[src/rtl/reg_file_wb.sv]
// Architectural register file with write-back bypass and per-register pending-write scoreboard.
// Operands registered (1 cycle); stall_o is combinational and holds both operand capture and issue.
module reg_file_wb #(
  parameter int NREGS  = 32,
  parameter int XLEN   = 32,
  parameter int PEND_W = 2,
  localparam int AW    = $clog2(NREGS)
) (
  input  logic            clk_i,
  input  logic            rst_i,
  input  logic [AW-1:0]   rs1_addr_i,
  input  logic [AW-1:0]   rs2_addr_i,
  input  logic            rs1_used_i,
  input  logic            rs2_used_i,
  input  logic            rd_en_i,
  output logic [XLEN-1:0] reg1_data_o,
  output logic [XLEN-1:0] reg2_data_o,
  input  logic            issue_valid_i,
  input  logic [AW-1:0]   issue_rd_i,
  input  logic            w_valid_i,
  input  logic [AW-1:0]   w_addr_i,
  input  logic [XLEN-1:0] w_data_i,
  input  logic            flush_i,
  output logic            stall_o
);

  localparam logic [PEND_W-1:0] CNT_MAX = {PEND_W{1'b1}};
  localparam logic [PEND_W-1:0] CNT_ONE = PEND_W'(1);

  logic [XLEN-1:0]   regs_q [NREGS];
  logic [PEND_W-1:0] cnt_q  [NREGS];
  logic [PEND_W-1:0] cnt_d  [NREGS];
  logic [XLEN-1:0]   reg1_q, reg1_d;
  logic [XLEN-1:0]   reg2_q, reg2_d;
  logic [XLEN-1:0]   rd1_val, rd2_val;
  logic              land1, land2, haz1, haz2, full, stall;
  logic              issue_eff, w_eff;

  // A pending write that lands this very cycle is covered by the bypass, so it does not stall.
  always_comb begin
    land1 = w_valid_i && (w_addr_i == rs1_addr_i) && (cnt_q[rs1_addr_i] == CNT_ONE);
    land2 = w_valid_i && (w_addr_i == rs2_addr_i) && (cnt_q[rs2_addr_i] == CNT_ONE);
    haz1  = rs1_used_i && (rs1_addr_i != '0) && (cnt_q[rs1_addr_i] != '0) && !land1;
    haz2  = rs2_used_i && (rs2_addr_i != '0) && (cnt_q[rs2_addr_i] != '0) && !land2;
    full  = issue_valid_i && (issue_rd_i != '0) && (cnt_q[issue_rd_i] == CNT_MAX);
    stall = haz1 || haz2 || full;
    issue_eff = issue_valid_i && !stall && (issue_rd_i != '0);
    w_eff     = w_valid_i && (w_addr_i != '0);
  end

  always_comb begin
    rd1_val = '0;
    rd2_val = '0;
    if (rs1_addr_i != '0) rd1_val = (w_eff && (w_addr_i == rs1_addr_i)) ? w_data_i : regs_q[rs1_addr_i];
    if (rs2_addr_i != '0) rd2_val = (w_eff && (w_addr_i == rs2_addr_i)) ? w_data_i : regs_q[rs2_addr_i];
    reg1_d = reg1_q;
    reg2_d = reg2_q;
    if (rd_en_i && !stall) begin
      reg1_d = rd1_val;
      reg2_d = rd2_val;
    end
  end

  // Write-back to a register with no pending count leaves it at zero rather than wrapping.
  always_comb begin
    cnt_d    = cnt_q;
    cnt_d[0] = '0;
    for (int r = 1; r < NREGS; r++) begin
      if (flush_i) begin
        cnt_d[r] = '0;
      end else if (issue_eff && (issue_rd_i == AW'(r))) begin
        if (!(w_valid_i && (w_addr_i == AW'(r)) && (cnt_q[r] != '0)))
          cnt_d[r] = cnt_q[r] + CNT_ONE;
      end else if (w_valid_i && (w_addr_i == AW'(r)) && (cnt_q[r] != '0)) begin
        cnt_d[r] = cnt_q[r] - CNT_ONE;
      end
    end
  end

  always_ff @(posedge clk_i or posedge rst_i) begin
    if (rst_i) begin
      for (int i = 0; i < NREGS; i++) begin
        regs_q[i] <= '0;
        cnt_q[i]  <= '0;
      end
      reg1_q <= '0;
      reg2_q <= '0;
    end else begin
      if (w_eff) regs_q[w_addr_i] <= w_data_i;
      cnt_q  <= cnt_d;
      reg1_q <= reg1_d;
      reg2_q <= reg2_d;
    end
  end

  assign reg1_data_o = reg1_q;
  assign reg2_data_o = reg2_q;
  assign stall_o     = stall;

endmodule

[config.mk]
export PLATFORM = sky130hd
export DESIGN_NAME = reg_file_wb
export DESIGN_NICKNAME = d
export VERILOG_FILES = /design/src/rtl/reg_file_wb.sv
export SDC_FILE = /design/constraint.sdc
export NUM_CORES = 2
export LEC_CHECK = 0
export ABC_CLOCK_PERIOD_IN_PS = 77300
export BUFFER_PORTS_ARGS = -buffer_cell sky130_fd_sc_hd__buf_2
export CORE_ASPECT_RATIO = 1.25
export CORE_MARGIN = 2
export CORE_UTILIZATION = 65
export CTS_BUF_LIST = sky130_fd_sc_hd__clkbuf_2
export CTS_CLUSTER_DIAMETER = 200
export DETAILED_ROUTE_END_ITERATION = 7
export GPL_TIMING_DRIVEN = 0
export PLACE_DENSITY = 0.82
export SYNTH_ARGS = -nofsm -noshare
export SYNTH_HDL_FRONTEND = slang
export SYNTH_SLANG_ARGS = --single-unit
[constraint.sdc]
create_clock -name clk_i -period 77.3 [get_ports clk_i]
set_input_delay 15.46 -clock clk_i [delete_from_list [all_inputs] [get_ports clk_i]]
set_output_delay 15.46 -clock clk_i [all_outputs]
set_load 0.05 [all_outputs]
---- Word level (Yosys, flattened, before mapping) ----
Cells that the tools add are included.
storage, ports and cells
  bits in registers ....................... 1150
  input bits .............................. 60
  output and inout port bits .............. 65
  logic and storage cells ................. 596
cells by class
  add/subtract/negate cells ............... 62
  order comparisons ....................... 5
  equality and inequality tests ........... 98
  multiplexer cells ....................... 146
  bitwise operators ....................... 4
  reduce and logical (&&, ||, !) cells .... 216
operators with widths
  cell                                                                   count
  1024-bit bitwise mux                                                   1
  32-bit binary-select mux with 5-bit select                             2
  32-bit two-way mux                                                     9
  2-bit two-way mux                                                      130
  32-bit demux with 5-bit select                                         1
  5-bit == test (second input constant)                                  32
  1-bit logical AND                                                      112
  3-bit inequality test (second input constant)                          31
  3-bit nonzero test                                                     31
  5-bit by 4-bit == test with 1-bit output (second input constant)       16
  2-bit nonzero test                                                     33
  2-bit by 1-bit adder with 2-bit output (second input constant)         31
  2-bit AND reduction                                                    31
  2-bit by 1-bit subtractor with 2-bit output (second input constant)    31
  5-bit by 3-bit == test with 1-bit output (second input constant)       8
  2-bit binary-select mux with 5-bit select                              3
  6-bit greater-or-equal comparator (second input constant)              4
  5-bit NOT with 6-bit output                                            4
  5-bit by 2-bit == test with 1-bit output (second input constant)       4
  5-bit nonzero test                                                     4
  5-bit by 1-bit == test with 1-bit output (second input constant)       2
  5-bit == test                                                          2
  6-bit by 1-bit < comparator with 1-bit output (second input constant)  1
  2-bit by 1-bit == test with 1-bit output (second input constant)       2
  other kinds (3)                                                        6

---- Logic depth before layout (Yosys ltp) ----
  depth after elaboration ................. 16
  mapped depth ............................ 13
  depth with buffers taken out ............ 7

---- Least setup slack after synthesis ----
Ideal clock, no wire load.
  path kind ............................... input-to-output
  start point ............................. input port rs2_addr_i[0]
  end point ............................... output port stall_o
  data arrival time ....................... 17842 ps
  data required time ...................... 61840 ps
  slack ................................... 43998 ps
  cell stages on the path ................. 9
  path buffers ............................ 3
  cells stage by stage .................... buf_2 > mux4_2 > and2_0 > a2111oi_2 > a2111oi_0 > nor3_1 > buf_2 > buf_1 > nand3_1
between the ends
  longest elaborated chain between the ends .. 10
  elaborated cells between the ends (all ways) .. 16
  classes of those cells .................. 2 x eq/ne; 3 x mux; 1 x bitwise; 10 x reduce/logical
RTL lines
  element                                                RTL line  RTL
  from (decl)                                            12        input logic [AW-1:0] rs2_addr_i,
  5-bit NOT with 6-bit output (implied by the code)      42, 44
  2-bit binary-select mux with 5-bit select              42, 44
  2-bit two-way mux (implied by the code) (2 in series)  42, 44
  2-bit by 1-bit == test with 1-bit output               42        land2 = w_valid_i && (w_addr_i == rs2_addr_i) && (cnt_q[rs2_addr_i] == CNT_ONE);
  1-bit logical AND                                      42
  1-bit zero test                                        44        haz2 = rs2_used_i && (rs2_addr_i != '0) && (cnt_q[rs2_addr_i] != '0) && !land2;
  1-bit logical AND *                                    44
  1-bit logical OR * (2 in series)                       46        stall = haz1 || haz2 || full;
  to (decl)                                              24        output logic stall_o
Every way passes the cells marked *; elsewhere a longest branch is shown, timed or not. The select of a mux whose other input is x is not followed.

---- Final worst setup path ----
  start point ............................. input port rs1_addr_i[0]
  end point ............................... output port stall_o
between the ends
  longest elaborated chain between the ends .. 10
  elaborated cells between the ends (all ways) .. 16
  classes of those cells .................. 2 x eq/ne; 3 x mux; 1 x bitwise; 10 x reduce/logical
RTL lines
  element                                                RTL line  RTL
  from (decl)                                            11        input logic [AW-1:0] rs1_addr_i,
  5-bit NOT with 6-bit output (implied by the code)      41, 43
  2-bit binary-select mux with 5-bit select              41, 43
  2-bit two-way mux (implied by the code) (2 in series)  41, 43
  2-bit by 1-bit == test with 1-bit output               41        land1 = w_valid_i && (w_addr_i == rs1_addr_i) && (cnt_q[rs1_addr_i] == CNT_ONE);
  1-bit logical AND                                      41
  1-bit zero test                                        43        haz1 = rs1_used_i && (rs1_addr_i != '0) && (cnt_q[rs1_addr_i] != '0) && !land1;
  1-bit logical AND *                                    43
  1-bit logical OR * (2 in series)                       46
Marks and branches as above.

==> impl_metrics.py <==
metrics = {
    "run_status": {
        "outcome": "finished, violations left",
        "violations": "DRC, capacitance limit, slew limit",
    },
    "worst_hold_path": {
        "hp-class": "reg -> reg",
    },
    "worst_setup_path": {
        "crit_family": "buffers and inverters",
        "critical_path_class": "in -> out",
        "slowest_stage": "buf_2",
        "crit_cells": 12,
        "path_common_cell": "buf_2",
        "r2r_start": "cnt_q[36]",
        "worst-path-buf-inv": 7,
        "worstReg2RegEnd": "reg2_data_o[14]",
        "cp.required_ns": 61.84,
        "crit_end": "stall_o",
        "r2r_setup_slack_ns": 73.30,
        "arrival_ns": 18.71,
        "worstSetupEndpointType": "output port",
        "cpPeakStageDelay_ns": 0.57,
        "cp_cell_sequence": "buf_4 > buf_6 > buf_2 > buf_2 > nand3b_1 > o31ai_1 > a2111oi_0 > nor3_1 > buf_2 > buf_1 > nand3_1 > buf_2",
        "cp_max_fo": 10,
        "start_kind": "primary input",
        "crit_start": "rs1_addr_i[0]",
        "r2r_cells": 9,
    },
    "clock_network": {
        "cts_max_path_buffers": 4,
        "postCtsResizedCells": 0,
        "htreeDepth": 5,
        "cts_tree": "done",
        "post-cts-setup-buffers": 0,
        "cts_sinks": 1150,
        "cts-root-buf": "clkbuf_2",
        "hold_buffers": 0,
        "numCtsBuffers": 299,
        "path_clk_slew_ns": 0.08,
        "clkLatencyLatePin_ns": 1.77,
    },
    "finish": {
        "layout_common_cells": "dfrtp_1 (1150), mux2_2 (910), mux4_2 (678)",
        "synthToLayoutAreaGrowth_pct": 7.67,
        "register_area_um2": 28800,
        "final_nets": 4979,
        "num-fill-cells": 6562,
        "fin_cells": 6376,
        "drive_above_1_share_pct": 44.4,
        "final_common_cell": "dfrtp_1",
        "finish.utilization_pct": 70.4,
        "multi_input_area_um2": 31800,
    },
    "timing": {
        "worst_pin_slew_ns": 1.58,
        "hold_viol": 0,
        "finalCritPeriodShare_pct": 44.2,
        "slew_headroom_pct": -5.20,
        "rsz0062_at_grt": "no",
        "slew_violations": 71,
        "setup_tns_ns": 0,
        "finalClockSkew_ns": 0.203,
        "setup_violations": 0,
        "fin_crit_ns": 34.17,
        "max_freq_mhz": 29.3,
    },
    "logic_synthesis": {
        "synth-seq-area-share_pct": 46.0,
        "yosysWarnings": 0,
        "syn_avg_cell_area_um2": 13.9,
        "async_reset_ff_share_pct": 100,
        "synth.top_cell.area_share_pct": 46.0,
        "synth_area_leaders": "dfrtp_1 (46%), mux4_2 (24%), mux2_2 (16%), nand2_1 (3.6%), clkbuf_1 (2.0%)",
        "ys_types": 69,
        "syn_nets": 4553,
        "ys.flop_type": "dfrtp_1",
        "netlist_instances": 4493,
        "syn-cell-area_um2": 62500,
        "synth_seq_cells": 1150,
        "synth-edff-count": 0,
        "yosysTopAreaCell": "dfrtp_1",
    },
    "global_routing": {
        "grt_max_degree": 127,
        "overflow": 0,
        "antenna_found_initial": 10,
        "grt_usage_pct": 45.3,
        "grt_first_pass_wirelength_um": 314000,
        "grt_pass1_vias": 47705,
    },
    "placement": {
        "dp.cells": 5908,
        "hpwl_um": 149000,
        "place_congestion": 1.01,
        "portBuffers": 112,
    },
    "pwr": {
        "ir_drop_uv": 19.4,
        "p_per_area_nw_per_um2": 24.3,
        "comb_power_share_pct": 27.0,
        "internal-power_mw": 1.08,
        "p_sw_mw": 0.559,
        "clkPwrFrac_pct": 24.2,
        "p_sw_share_pct": 34.1,
        "p_leak_nw": 30.1,
        "power_frac_seq_pct": 48.8,
    },
    "drt": {
        "dr.max_layer_used": "met5",
        "met3_wirelength_um": 31700,
        "wl_met2_um": 95800,
        "vias_per_cell": 7.40,
        "drtIter0Drc": 7327,
        "antenna_left": 0,
        "vias": 47198,
        "wirelength_um": 218000,
        "route.detailed.drc": 2,
        "dr.pass1.iters": 8,
        "wl_met1_um": 69300,
        "wire_per_inst_um": 34.2,
    },
    "floorplanning": {
        "rows": 127,
        "dieArea_um2": 98700,
        "pin_count": 125,
        "core_um2": 95700,
        "die_w_um": 281,
        "dieHeight_um": 351,
        "initial_core_util_pct": 65.4,
    },
    "job": {
        "cap_violations": 7,
    },
}
==> power by group through the flow <==
stage | clock [mW] | sequential [mW] | combinational [mW]
6_report | 0.397 | 0.799 | 0.443
5_1_grt | 0.425 | 0.810 | 0.461
4_1_cts | 0.392 | 0.793 | 0.436
3_5_place_dp | 0 | 0.806 | 0.435
3_3_place_gp | 0 | 0.797 | 0.420
2_1_floorplan | 0 | 0.832 | 0.284
==> state kept, by name (all words and copies together), names as in the netlist <==
name         flops
cnt_q           62
reg1_data_o     32
regs_q        1024
reg2_data_o     32
==> worst min-delay path by stage <==
| stage | startpoint | endpoint | cells past startpoint |
|---|---|---|---|
| global placement | regs_q[998] | regs_q[998] | 1 |
| CTS | regs_q[996] | regs_q[996] | 1 |
| floorplan | regs_q[1000] | regs_q[1000] | 1 |
| detailed placement | regs_q[1023] | regs_q[1023] | 1 |
| global route | regs_q[992] | regs_q[992] | 1 |
| finish | regs_q[992] | regs_q[992] | 1 |
==> worst register-to-register path, cell delays in order, from the launching register on <==
cell and delay, ns:
dfrtp_1 0.49, mux4_2 0.53, mux2_2 0.29, a221oi_1 0.27, nor4_1 0.10, nor3_1 0.31
nand4_1 0.70, buf_8 0.45, buf_2 0.28, mux2_2 0.33
==> synthesized netlist by cell type, drive strengths merged, types with 8 or more instances <==
library cell  instances
xnor2                10
nor2b                15
nor3                 31
or2                   8
clkbuf              335
o41ai                10
inv                  12
mux2i                53
nand2b               22
mux4                678
nand3                23
nand2               604
nor3b                10
buf                 141
o21ai                17
nor2                149
a21oi               150
nand4                15
a31o                 10
o211ai               19
mux2                913
dfrtp              1150
and2                 30
==> stage by stage <==
step / power (mW) / hold WS (ns) / instance area (µm²) / worst slack (ns)
2_1_floorplan: 1.12 / 0.441 / 62500 / 29.45
3_3_place_gp: 1.22 / 0.453 / 64700 / 17.47
3_5_place_dp: 1.24 / 0.466 / 65000 / 43.28
4_1_cts: 1.62 / 0.489 / 67300 / 43.27
5_1_grt: 1.70 / 0.508 / 67300 / 42.98
6_report: 1.64 / 0.487 / 67300 / 43.13
==> routing by layer <==
| layer | up-vias | global-route usage [%] |
|---|---|---|
| li1 | 17830 | - |
| met1 | 23888 | 54.3 |
| met2 | 4233 | 65.0 |
| met3 | 1243 | 18.6 |
| met4 | 4 | 35.8 |
| met5 | - | 0 |
==> layout make-up <==
class,instances,area share [%]
Clock buffer,402,2.99
Clock inverter,53,0.338
Buffer,476,2.88
Inverter,13,0.0836
Antenna cell,13,0.0483
Timing Repair Buffer,125,1.30
Sequential cell,1150,42.7
Multi-Input combinational cell,2854,47.2
Tap cell,1290,2.40
==> logic make-up after synthesis <==
group           count (synthesis)  share of synthesized area (%)
compound gates                256                           2.54
mux                          1644                           41.7
flops                        1150                           46.0
simple gates                  944                           6.43
buf+inv                       489                           3.16
xor+xnor                       10                          0.140
(Power assumes the default switching activity.)
